File: src/rtl/div_pkg.sv
// Shared definitions for the sequential divider: state encoding, default
// widths and the iteration counter width.
package div_pkg;

  localparam int DIVIDEND_W_DEF = 24;
  localparam int DIVISOR_W_DEF  = 8;

  // Counter must hold DIVIDEND_W-1; never let it collapse to zero bits.
  function automatic int div_cnt_w(input int w);
    return (w < 2) ? 1 : $clog2(w);
  endfunction

  localparam int CNT_W = div_cnt_w(DIVIDEND_W_DEF);

  typedef enum logic [1:0] {
    IDLE = 2'd0,
    CALC = 2'd1,
    DONE = 2'd2
  } div_state_e;

endpackage

File: src/rtl/div_step.sv
// One radix-2 restoring division step: shift the next dividend bit into the
// partial remainder, subtract the divisor when it fits, report the quotient bit.
module div_step
  import div_pkg::*;
#(
  parameter int DIVISOR_W = DIVISOR_W_DEF
) (
  input  logic [DIVISOR_W:0]   rem,
  input  logic                 bit_in,
  input  logic [DIVISOR_W-1:0] divisor,
  output logic [DIVISOR_W:0]   rem_next,
  output logic                 q_bit
);

  logic [DIVISOR_W+1:0] shifted;

  // Shift/compare/subtract; the extra headroom bit keeps the compare exact.
  always_comb begin
    shifted  = {rem, bit_in};
    q_bit    = (shifted >= {2'b00, divisor});
    rem_next = q_bit ? (DIVISOR_W+1)'(shifted - {2'b00, divisor})
                     : shifted[DIVISOR_W:0];
  end

endmodule

File: src/rtl/seq_divider.sv
// Sequential unsigned divider, one quotient bit per clock, MSB first.
// Handshake: a transfer happens on a rising edge where valid && ready on the
// same side; in_ready is high only in IDLE, out_valid only in DONE, so an
// input accept and an output release can never share an edge.
module seq_divider
  import div_pkg::*;
#(
  parameter int DIVIDEND_W = DIVIDEND_W_DEF,
  parameter int DIVISOR_W  = DIVISOR_W_DEF
) (
  input  logic                  clk,
  input  logic                  rst,
  input  logic                  in_valid,
  output logic                  in_ready,
  input  logic [DIVIDEND_W-1:0] dividend,
  input  logic [DIVISOR_W-1:0]  divisor,
  output logic                  out_valid,
  input  logic                  out_ready,
  output logic [DIVIDEND_W-1:0] quotient,
  output logic [DIVISOR_W-1:0]  remainder,
  output logic                  div_by_zero,
  output div_state_e            dbg_state
);

  localparam int CW = div_cnt_w(DIVIDEND_W);

  div_state_e            state;
  div_state_e            state_next;
  logic                  accept;
  logic [CW-1:0]         cnt;
  logic [DIVIDEND_W-1:0] dvd_q;   // dividend bits shift out, quotient bits shift in
  logic [DIVISOR_W-1:0]  dvs_q;
  logic [DIVISOR_W:0]    rem_q;
  logic [DIVISOR_W:0]    rem_next;
  logic                  q_bit;
  logic                  dvs_zero;

  assign dvs_zero  = (dvs_q == '0);
  assign dbg_state = state;

  div_step #(
    .DIVISOR_W(DIVISOR_W)
  ) u_step (
    .rem      (rem_q),
    .bit_in   (dvd_q[DIVIDEND_W-1]),
    .divisor  (dvs_q),
    .rem_next (rem_next),
    .q_bit    (q_bit)
  );

  // State register.
  always_ff @(posedge clk or posedge rst) begin
    if (rst) state <= IDLE;
    else     state <= state_next;
  end

  // Next-state and handshake outputs.
  always_comb begin
    state_next = state;
    in_ready   = 1'b0;
    out_valid  = 1'b0;
    accept     = 1'b0;
    case (state)
      IDLE: begin
        in_ready = 1'b1;
        if (in_valid) begin
          accept     = 1'b1;
          state_next = CALC;
        end
      end
      CALC: begin
        if (dvs_zero || (cnt == '0)) state_next = DONE;
      end
      DONE: begin
        out_valid = 1'b1;
        if (out_ready) state_next = IDLE;
      end
      default: state_next = IDLE;
    endcase
  end

  // Operand capture, iteration datapath and result registers. Results are
  // only written on the CALC->DONE edge so they stay put in IDLE, CALC and DONE.
  always_ff @(posedge clk or posedge rst) begin
    if (rst) begin
      dvd_q       <= '0;
      dvs_q       <= '0;
      rem_q       <= '0;
      cnt         <= '0;
      quotient    <= '0;
      remainder   <= '0;
      div_by_zero <= 1'b0;
    end else begin
      case (state)
        IDLE: begin
          if (accept) begin
            dvd_q <= dividend;
            dvs_q <= divisor;
            rem_q <= '0;
            cnt   <= CW'(DIVIDEND_W - 1);
          end
        end
        CALC: begin
          if (dvs_zero) begin
            quotient    <= '1;
            remainder   <= dvd_q[DIVISOR_W-1:0];
            div_by_zero <= 1'b1;
          end else begin
            dvd_q <= {dvd_q[DIVIDEND_W-2:0], q_bit};
            rem_q <= rem_next;
            cnt   <= cnt - CW'(1);
            if (cnt == '0) begin
              quotient    <= {dvd_q[DIVIDEND_W-2:0], q_bit};
              remainder   <= rem_next[DIVISOR_W-1:0];
              div_by_zero <= 1'b0;
            end
          end
        end
        default: ;
      endcase
    end
  end

endmodule

File: config.mk
export PLATFORM = sky130hd
export DESIGN_NAME = seq_divider
export DESIGN_NICKNAME = d
export VERILOG_FILES = /design/src/rtl/div_pkg.sv /design/src/rtl/div_step.sv /design/src/rtl/seq_divider.sv
export SDC_FILE = /design/constraint.sdc
export NUM_CORES = 1
export LEC_CHECK = 0
export ABC_AREA = 1
export CAP_MARGIN = 40
export CORE_AREA = 2 2 118 120
export CTS_CLUSTER_DIAMETER = 100
export DETAILED_ROUTE_END_ITERATION = 10
export DIE_AREA = 0 0 120 122
export GPL_TIMING_DRIVEN = 0
export PLACE_DENSITY_LB_ADDON = 0.12
export SETUP_SLACK_MARGIN = 0.02
export SLEW_MARGIN = 20
export SYNTH_ARGS = -nofsm -noshare
export SYNTH_HDL_FRONTEND = slang
export SYNTH_HIERARCHICAL = 1
export SYNTH_SLANG_ARGS = --single-unit
File: constraint.sdc
create_clock -name clk -period 6.1 [get_ports clk]
set_input_delay 1.22 -clock clk [delete_from_list [all_inputs] [get_ports clk]]
set_output_delay 1.22 -clock clk [all_outputs]
set_load 0.01 [all_outputs]
==> results.tsv, run 1 <==
metric	value	unit
Fmax achieved	360	MHz
min-delay worst type	reg2reg	
CTS hold repair buffers	0	
PwrDens	618	nW/um^2
CP Class	reg2out	
die area	14600	sq um
leakage power total	3.06	nW
core area	13500	sq um
GP Congestion	0.822	
Vias	4073	
CP endpoint kind	primary output	
type of origin of the critical path	flip-flop	
final cell utilization of the core	43.0	%
sequential share of the synthesized area	44.4	%
RSZ-0062 raised after global routing	false	
post-CTS setup buffers	0	
commonest non-fill, non-tap cell in the layout	nand2_1	
largest net degree at the start of global routing	45	
fraction of layout cells with a size suffix above 1	10.7	%
Synth Warn #	6	
wire length per cell	13.1	um
final setup margin	3.32	ns
boundary pin count	73	
WP data required	4.88	ns
Layout area overhead	27.3	%
Num CTS Buffers	9	
Clock Latency Late Sink	0.35	ns
Routed Antenna Nets	0	
#FFs+latches synth	81	
Post-Synthesis Cells	629	
endpoints failing setup	0	
Max VDD drop	0.000194	V
drt first pass iters	5	
Port-buffer cells	72	
EDFF count, synth	0	
antenna cells	0	
Final Hold Viols	0	
Max-Cap Viols	0	
outcome	complete, no violations	
design area	5810	sq um
Total Wirelength	11.7	mm
Total GRT Usage	17.2	%
most frequent cells in the layout	nand2_1, dfrtp_1, clkdlybuf4s50_1, nor2_1, nand3_1	
asr flop ratio synth	100	%
clk sink count	81	
Filler Cells Inserted	1424	
TritonCTS clock tree	done	
clock root buffer	clkbuf_16	
number of global-route vias before repair	4035	
Post-CTS Resized	0	
syn_nets	675	
first-pass GRT wire length	19.6	mm
distinct cell type count after synthesis	28	
DP HPWL	8.61	mm
setup TNS	0	ns
final net count	759	
Starting Density	33.8	%
initial antenna violation count	0	
Avg Vias per Cell	4.54	
Worst-path clk slew	0.06	ns
Area after DPL	5530	sq um
number of DRC markers in iteration 0	165	
GRT overflow	0	
H-tree Lvls	3	
Slew @ Worst Pin	0.597	ns
die height	122	um
# rows	43	
Critical Path AT	1.56	ns
Max FO, Critical Path	4	
pre-CTS WS	3.52	ns
die width	120	um
Tcrit/Tclk final	45.6	%
Avg Inst Size Synth	7.25	sq um
mapped cell area	4560	sq um
Layout Skew	0.00757	ns
Tmin final	2.78	ns
Final Power	3.59	mW
Slew Limit Fails	0	
Post-route DRC	0	
prevailing post-synth register cell	dfrtp_1	
maximum clock path buffer count	2	
Rel. slew slack	60.2	%
-- registers in the layout (all words and copies together), names as in the netlist --
name and flops:
dvd_q 24, cnt 5, div_by_zero 1, quotient 24, dvs_q 8, rem_q 9
dbg_state 2, remainder 8
-- final cells by class --
cell class / count / area, sq um / share of cell area (%)
clock buffer: 12 / 246 / 4.25
tap: 180 / 225 / 3.88
sequential: 81 / 2030 / 34.9
multi-input combinational: 486 / 2250 / 38.8
buffer: 23 / 138 / 2.37
inverter: 39 / 149 / 2.56
clock inverter: 4 / 28.8 / 0.496
timing repair buffer: 73 / 741 / 12.8
-- worst max-delay path, cell delays in order, from the launching register on --
cell and delay (ns):
dfrtp_1 0.42, inv_1 0.11, nor2_1 0.13, clkdlybuf4s50_1 0.56
-- power by group --
| part | total (mW) | internal [mW] | switching (mW) | leakage (nW) |
|---|---|---|---|---|
| registers | 0.990 | 0.797 | 0.193 | 1.01 |
| logic | 2.08 | 0.819 | 1.27 | 1.91 |
| clock network | 0.515 | 0.287 | 0.228 | 0.129 |
| total | 3.59 | 1.90 | 1.69 | 3.06 |
-- metal layers --
layer  up-vias  wire, um  GRT usage [%]
met4         0       215           7.87
met5         -         0              0
met3        13       461           2.81
met1      1890      5450           22.4
met2        70      5610           28.3
li1       2100         -              -
-- cell usage after synthesis, types with 2 or more instances --
cell / count / area [sq um]
a21oi_1: 2 / 10.0
buf_2: 14 / 70.1
buf_4: 5 / 37.5
buf_6: 2 / 22.5
dfrtp_1: 81 / 2030
ha_1: 9 / 113
inv_1: 33 / 124
inv_2: 6 / 22.5
nand2_1: 323 / 1210
nand2_2: 13 / 81.3
nand2_4: 2 / 22.5
nand3_1: 44 / 220
nand4_1: 4 / 25.0
nand4_4: 2 / 42.5
nor2_1: 56 / 210
nor2_4: 10 / 113
nor2_8: 2 / 40.0
o21ai_0: 9 / 45.0
xor2_1: 3 / 26.3
-- worst paths after layout --
path	start	end	slack [ns]	depth (start not counted)
max	dbg_state[1]$_DFFE_PP0P_	out_valid	3.32	3
max in group asynchronous	rst	rem_q[4]$_DFFE_PP0P_	4.18	3
max reg2reg	dvd_q[23]$_DFFE_PP0P_	remainder[7]$_DFFE_PP0P_	3.84	15
min reg2reg	quotient[11]$_DFFE_PP0P_	quotient[11]$_DFFE_PP0P_	0.47	2
min in group asynchronous	rst	dvs_q[1]$_DFFE_PP0P_	1.31	2
min	quotient[11]$_DFFE_PP0P_	quotient[11]$_DFFE_PP0P_	0.47	2
-- cells by family (layout without fill, tap and decap cells) --
family	Yosys count	in the layout	synth area share (%)
buffers and inverters	62	151	6.23
DFF	81	81	44.4
and+or+nand+nor	459	459	43.6
xor gates and xnor gates	3	3	0.576
AOI/OAI and AO/OA	14	14	2.22
adders and majority gates	10	10	2.91
-- metrics by stage --
step	hold WS, ns	cells
after floorplan	0.476	629
after global placement	0.462	881
after detailed placement	0.457	882
after CTS	0.474	898
after global routing	0.493	898
final	0.471	898
Power figures use the tool's default switching activity.
==> inputs of run 2 (changes only) <==
clock period = 2.8 ns   (was 6.1 ns; I/O delays follow)
==> results of run 2 <==
The final DEF is identical to that of run 1. Status: complete, no violations.
Main changes from that run: setup slack after placement 3.52 ns -> 0.541 ns; setup slack after layout 3.32 ns -> 0.543 ns; start point of the critical path dbg_state[1]$_DFFE_PP0P_ -> dvd_q[23]$_DFFE_PP0P_; end point of the critical path out_valid -> remainder[7]$_DFFE_PP0P_; register-to-register setup slack 3.84 ns -> 0.54 ns; total power 3.59 mW -> 7.82 mW; worst IR drop on VDD 0.000194 V -> 0.000422 V
